--- src/rtl/coin_defs.sv ---
// Shared definitions for the coin pulse conditioner: channel indices, issue-FSM
// state encodings and default timing parameters.
package coin_defs;

  localparam int unsigned NUM_CH = 3;
  localparam int unsigned CH_N   = 0;
  localparam int unsigned CH_D   = 1;
  localparam int unsigned CH_Q   = 2;

  localparam int unsigned DEF_DEBOUNCE_CYCLES = 16;
  localparam int unsigned DEF_GAP_CYCLES      = 2;
  localparam int unsigned DEF_CNT_W           = 5;

  typedef enum logic {
    ST_IDLE = 1'b0,
    ST_GAP  = 1'b1
  } issue_state_e;

endpackage

--- src/rtl/coin_debounce.sv ---
// One coin-slot channel: 2-flop synchroniser, stability counter, debounced level and
// a single-cycle strobe on an accepted 0->1 transition of the debounced level.
module coin_debounce
  import coin_defs::*;
#(
  parameter int unsigned DEBOUNCE_CYCLES = DEF_DEBOUNCE_CYCLES,
  parameter int unsigned CNT_W           = DEF_CNT_W
) (
  input  logic clk,
  input  logic reset,
  input  logic raw,
  output logic rise
);

  localparam logic [CNT_W-1:0] CntMax = CNT_W'(DEBOUNCE_CYCLES - 1);

  logic             sync1_q, sync2_q;
  logic             level_q, level_d;
  logic [CNT_W-1:0] cnt_q, cnt_d;

  // Count only while the synchronised input disagrees with the accepted level, so
  // any return to the old level (bounce) restarts the qualification window.
  always_comb begin
    cnt_d   = '0;
    level_d = level_q;
    rise    = 1'b0;
    if (sync2_q != level_q) begin
      if (cnt_q == CntMax) begin
        level_d = sync2_q;
        rise    = sync2_q;
      end else begin
        cnt_d = cnt_q + CNT_W'(1);
      end
    end
  end

  always_ff @(posedge clk or negedge reset) begin
    if (!reset) begin
      sync1_q <= 1'b0;
      sync2_q <= 1'b0;
      level_q <= 1'b0;
      cnt_q   <= '0;
    end else begin
      sync1_q <= raw;
      sync2_q <= sync1_q;
      level_q <= level_d;
      cnt_q   <= cnt_d;
    end
  end

endmodule

--- src/rtl/coin_pulse_conditioner.sv ---
// Coin front end: debounces the N/D/Q slot switches, latches each insertion as a pending
// flag and issues them one at a time (Q > D > N) as gap-spaced single-cycle pulses.
module coin_pulse_conditioner
  import coin_defs::*;
#(
  parameter int unsigned DEBOUNCE_CYCLES = DEF_DEBOUNCE_CYCLES,
  parameter int unsigned GAP_CYCLES      = DEF_GAP_CYCLES,
  parameter int unsigned CNT_W           = DEF_CNT_W
) (
  input  logic clk,
  input  logic reset,
  input  logic coin_n_raw,
  input  logic coin_d_raw,
  input  logic coin_q_raw,
  input  logic accept_en,
  output logic N,
  output logic D,
  output logic Q,
  output logic coin_reject,
  output logic busy
);

  localparam logic [CNT_W-1:0] GapLoad = CNT_W'(GAP_CYCLES);

  logic [NUM_CH-1:0] raw_vec;
  logic [NUM_CH-1:0] rise;
  logic [NUM_CH-1:0] accepted, overrun, clear;
  logic [NUM_CH-1:0] pending_q, pending_d;
  logic [NUM_CH-1:0] pulse_q, pulse_d;
  logic              reject_q, reject_d;
  logic [CNT_W-1:0]  gap_q, gap_d;
  issue_state_e      state_q, state_d;

  assign raw_vec = {coin_q_raw, coin_d_raw, coin_n_raw};

  for (genvar i = 0; i < NUM_CH; i++) begin : g_ch
    coin_debounce #(
      .DEBOUNCE_CYCLES(DEBOUNCE_CYCLES),
      .CNT_W          (CNT_W)
    ) u_debounce (
      .clk  (clk),
      .reset(reset),
      .raw  (raw_vec[i]),
      .rise (rise[i])
    );
  end

  always_comb begin
    state_d = state_q;
    gap_d   = gap_q;
    pulse_d = '0;
    clear   = '0;
    case (state_q)
      ST_IDLE: begin
        if (|pending_q) begin
          if (pending_q[CH_Q]) begin
            clear[CH_Q] = 1'b1;
          end else if (pending_q[CH_D]) begin
            clear[CH_D] = 1'b1;
          end else begin
            clear[CH_N] = 1'b1;
          end
          pulse_d = clear;
          gap_d   = GapLoad;
          state_d = ST_GAP;
        end
      end
      ST_GAP: begin
        gap_d = gap_q - CNT_W'(1);
        if (gap_d == '0) begin
          state_d = ST_IDLE;
        end
      end
      default: state_d = ST_IDLE;
    endcase

    // A strobe on a flag being issued this cycle re-arms it rather than counting as overrun.
    accepted  = rise & {NUM_CH{accept_en}};
    overrun   = accepted & pending_q & ~clear;
    pending_d = (pending_q & ~clear) | accepted;
    reject_d  = (|(rise & ~{NUM_CH{accept_en}})) | (|overrun);
  end

  always_ff @(posedge clk or negedge reset) begin
    if (!reset) begin
      state_q   <= ST_IDLE;
      gap_q     <= '0;
      pending_q <= '0;
      pulse_q   <= '0;
      reject_q  <= 1'b0;
    end else begin
      state_q   <= state_d;
      gap_q     <= gap_d;
      pending_q <= pending_d;
      pulse_q   <= pulse_d;
      reject_q  <= reject_d;
    end
  end

  assign N           = pulse_q[CH_N];
  assign D           = pulse_q[CH_D];
  assign Q           = pulse_q[CH_Q];
  assign coin_reject = reject_q;
  assign busy        = (|pending_q) | (state_q == ST_GAP);

endmodule
--- config.mk ---
export PLATFORM = sky130hd
export DESIGN_NAME = coin_pulse_conditioner
export DESIGN_NICKNAME = d
export VERILOG_FILES = /design/src/rtl/coin_defs.sv /design/src/rtl/coin_debounce.sv /design/src/rtl/coin_pulse_conditioner.sv
export SDC_FILE = /design/constraint.sdc
export NUM_CORES = 1
export LEC_CHECK = 0
export ABC_AREA = 0
export BUFFER_PORTS_ARGS = -buffer_cell sky130_fd_sc_hd__buf_2
export CAP_MARGIN = 20
export CORE_MARGIN = 5
export CORE_UTILIZATION = 30
export CTS_CLUSTER_SIZE = 24
export DETAILED_ROUTE_END_ITERATION = 8
export MAX_ROUTING_LAYER = met4
export SYNTH_ARGS = -nofsm -noshare
export SYNTH_HDL_FRONTEND = slang
export SYNTH_HIERARCHICAL = 1
export SYNTH_SLANG_ARGS = --single-unit
--- constraint.sdc ---
create_clock -name clk -period 1.71 [get_ports clk]
set_clock_uncertainty 0.15 [all_clocks]
set_input_delay 0.171 -clock clk [delete_from_list [all_inputs] [get_ports clk]]
set_output_delay 0.171 -clock clk [all_outputs]
set_load 0.01 [all_outputs]
==> run metrics <==
CTS tree=yes; H-tree Lvls=2; final WL=roughly 2.6 mm; first-pass GRT wire length=4.636 mm; number of synthesized flops with an enable pin=0; Worst-Margin Slew=between 0.4 and 0.5 ns; Cells after Synth=about 130; slew margin rel.=a little over two thirds; Async SR Flop Fraction=100.0%; I/O Buffers=10; max incr delay on CP=between 0.3 and 0.4 ns; share of layout cells above drive strength 1=32.91%; # setup viols final=0; P_leak=between 0.9 and 1 nW; vias in the first global route=about 1.1k; Post-Route Utilization=38.32%; clock root buffer=clkbuf_8; initial antenna violation count=0; Tcrit/Tclk final=a little over nine tenths; total CTS buffers=5; Die Area=about 0.0069 mm²; Ports=11; number of diodes=0; max-slew violation count=0; Worst EP required=between 1.5 and 2 ns; Setup Crit Path Kind=flip-flop to flip-flop; Clock Latency Late Sink=about 0.28 ns; clk buf depth=2; Fmax=603.4 MHz; worst setup margin=roughly 0.053 ns; post-synthesis mux area share=2.828%; cell type of the slowest stage on the worst timing path=dfrtp_1; Main synth FF type=dfrtp_1; final hold violations=0; Mapped Area=0.001593 mm²; HP Class=primary input to flip-flop; Critical Path, Cell by Cell=ha_2 -> nand3_2 -> nor4b_4 -> a22o_1 -> o21ai_0 -> a41oi_1; pin count of the biggest net entering global routing=38; net count after synthesis=approximately 140; TNS Setup=0 ns; min Tclk post-route=about 1.7 ns; remaining global-route overflow=0; Yosys warning total=6; crit-path max FO=3; drt first pass iters=4; DP Worst Slack=a little under 0.03 ns; Die W=82.87 µm; # clock sinks=37; Simple-Gate Fraction of Synth Area=18.93%; Critical Path Sink Type=flip-flop; status=completed; Routed Antenna Nets=0; VDD IR-drop max=approximately 440 µV; Syn Area/Cell=12.54 µm²; row count=26; sequential share of the synthesized area=58.13%; Seq cells post-synth=37; 1st-iter DRT viols=23; DR DRC count=0; Power Density=830.2 mW/mm²; GRT Total Usage=under 10%; complex-gate fraction of the synthesized area=under 10%; Area growth syn-to-layout=23.64%; adder-cell share of the synthesized area=3.928%; WP buf/inv=0; WP data arrival=around 1.7 ns; non-filler cells in the finished layout=228; family with the most delay on the worst path=compound AO/OA/AOI/OAI gates; largest family of logic cells by synthesized area=simple AND/OR/NAND/NOR gates; Core ar.=0.005140 mm²; initial core utilization=between 30% and 40%; vias=993; Final GP Congestion=0.8037; placed wire-length estimate=~1.8 mm; Routed WL per cell=around 11 µm; fill count=approximately 520; Clock transition at path regs=~0.070 ns; Max-cap violations=0; post-synthesis cell type count=29; Die Height=between 80 and 90 µm; nets=about 170; Synth Area in XOR/XNOR=~6%; Vias/cell=4.355; Placed Cells=around 220; CP startpoint kind=flip-flop
## where the power goes
group          total, mW  switching [mW]  internal, mW
clock network      0.595           0.275         0.319
registers          0.928          0.0225         0.905
logic              0.113          0.0580        0.0549
total               1.64           0.356          1.28
## layout make-up
| cell class | count | area [µm²] | area share (%) |
|---|---|---|---|
| sequential | 37 | 927.1 | 47.08 |
| multi-input combinational | 82 | 669.4 | 33.99 |
| timing repair buffer | 25 | 172.7 | 8.767 |
| tap | 70 | 87.58 | 4.447 |
| clock buffer | 7 | 86.33 | 4.384 |
| inverter | 7 | 26.28 | 1.334 |
## final timing paths
| path | start | end | slack (ns) | depth (start not counted) |
|---|---|---|---|---|
| worst max register to register | g_ch[1].u_debounce/cnt_q[0]$_DFF_PN0_ | coin_reject$_DFF_PN0_ | 0.05 | 6 |
| worst max-delay path | g_ch[1].u_debounce/cnt_q[0]$_DFF_PN0_ | coin_reject$_DFF_PN0_ | 0.05 | 6 |
| max in group asynchronous | reset | state_q$_DFF_PN0_ | 0.76 | 3 |
| min in group asynchronous | reset | g_ch[2].u_debounce/cnt_q[3]$_DFF_PN0_ | 0.31 | 3 |
| worst min register to register | g_ch[2].u_debounce/sync1_q$_DFF_PN0_ | g_ch[2].u_debounce/sync2_q$_DFF_PN0_ | 0.20 | 0 |
| worst min-delay path | accept_en | pending_q[1]$_DFF_PN0_ | 0.02 | 3 |
## kinds of logic after synthesis
group | Yosys count
and+or+nand+nor | 45
DFF | 37
AOI/OAI and AO/OA | 17
xor gates and xnor gates | 11
buffers and inverters | 8
adders and majority gates | 5
muxes | 4
## synthesized netlist by cell type, types with 2 or more instances
| library cell | number | share of area (%) |
|---|---|---|
| a22o_1 | 5 | 2.7 |
| and2_2 | 3 | 1.4 |
| and3_2 | 3 | 1.4 |
| dfrtp_1 | 37 | 58 |
| ha_1 | 5 | 3.9 |
| inv_1 | 7 | 1.6 |
| mux2_1 | 3 | 2.1 |
| nand2_1 | 4 | 0.94 |
| nand3_1 | 5 | 1.6 |
| nand3_2 | 3 | 1.9 |
| nor2_1 | 11 | 2.6 |
| nor2_2 | 3 | 1.2 |
| nor2b_1 | 2 | 0.79 |
| nor3b_1 | 2 | 0.94 |
| nor4b_2 | 3 | 2.8 |
| o21ai_0 | 5 | 1.6 |
| o21ai_2 | 3 | 1.6 |
| or3_1 | 2 | 0.79 |
| xor2_1 | 11 | 6.0 |
## worst min-delay path, stage by stage
cell	delay [ns]
buf_2	0.13
nand2_1	0.06
nand2_1	0.05
## through the flow
step / instance area (µm²) / hold WS (ns) / total power, mW
6_report: 1969 / 0.01508 / 1.635
2_1_floorplan: 1593 / -0.2746 / 0.9999
4_1_cts: 1932 / 0.001351 / 1.668
3_5_place_dp: 1805 / 0.09508 / 1.048
5_1_grt: 1969 / 0.02182 / 1.731
3_3_place_gp: 1805 / 0.08179 / 1.041
## state kept, by name, summed over array words and instances, names as in the netlist
name,count
state_q,1
g_ch.u_debounce/sync2_q,3
g_ch.u_debounce/cnt_q,15
coin_reject,1
g_ch.u_debounce/sync1_q,3
g_ch.u_debounce/level_q,3
gap_q,5
pending_q,3
pulse_q,3
## cells in the final DEF, fill, tap and decap left out
| cell | netlist | routed |
|---|---|---|
| nor3b_2 | 0 | 1 |
| clkbuf_8 | 0 | 6 |
| nand3_1 | 5 | 5 |
| ha_2 | 0 | 2 |
| and2_2 | 3 | 3 |
| o21ai_2 | 3 | 3 |
| and3b_1 | 1 | 1 |
| buf_4 | 1 | 11 |
| dfrtp_1 | 37 | 36 |
| nor2b_1 | 2 | 2 |
| mux2_1 | 3 | 3 |
| o31a_2 | 1 | 1 |
| buf_2 | 0 | 10 |
| and3_2 | 3 | 3 |
| nor2_1 | 11 | 11 |
| nor4_4 | 1 | 1 |
| nor4b_4 | 0 | 3 |
| nor3b_1 | 2 | 1 |
| a22oi_1 | 1 | 1 |
| ha_1 | 5 | 3 |
| nand3_2 | 3 | 3 |
| o21ai_0 | 5 | 5 |
| nor4_1 | 1 | 1 |
| mux2_2 | 1 | 1 |
| nor3_1 | 1 | 1 |
| dlygate4sd3_1 | 0 | 4 |
| nor2_2 | 3 | 3 |
| a22o_1 | 5 | 5 |
| clkbuf_1 | 0 | 1 |
| dfrtp_2 | 0 | 1 |
| a41oi_1 | 1 | 1 |
| inv_1 | 7 | 7 |
| xor2_1 | 11 | 11 |
| or3_1 | 2 | 2 |
| a31oi_1 | 1 | 1 |
| nand2_1 | 4 | 4 |
## what timing repair did
item,4_1_cts,5_1_grt
hold endpoints to repair,40,0
setup buffers,0,0
hold buffers,4,0
gates resized for setup,0,7
setup endpoints to repair,0,3
## layer usage
| metal | up-vias | routed length, µm | global-route usage [%] |
|---|---|---|---|
| met5 | - | 0 | - |
| met4 | 0 | 24 | 3.863 |
| met3 | 4 | 77 | 2.475 |
| met2 | 10 | 1252 | 12.32 |
| met1 | 479 | 1209 | 10.45 |
| li1 | 500 | - | - |
No activity file was read; power rests on OpenSTA's default activity.
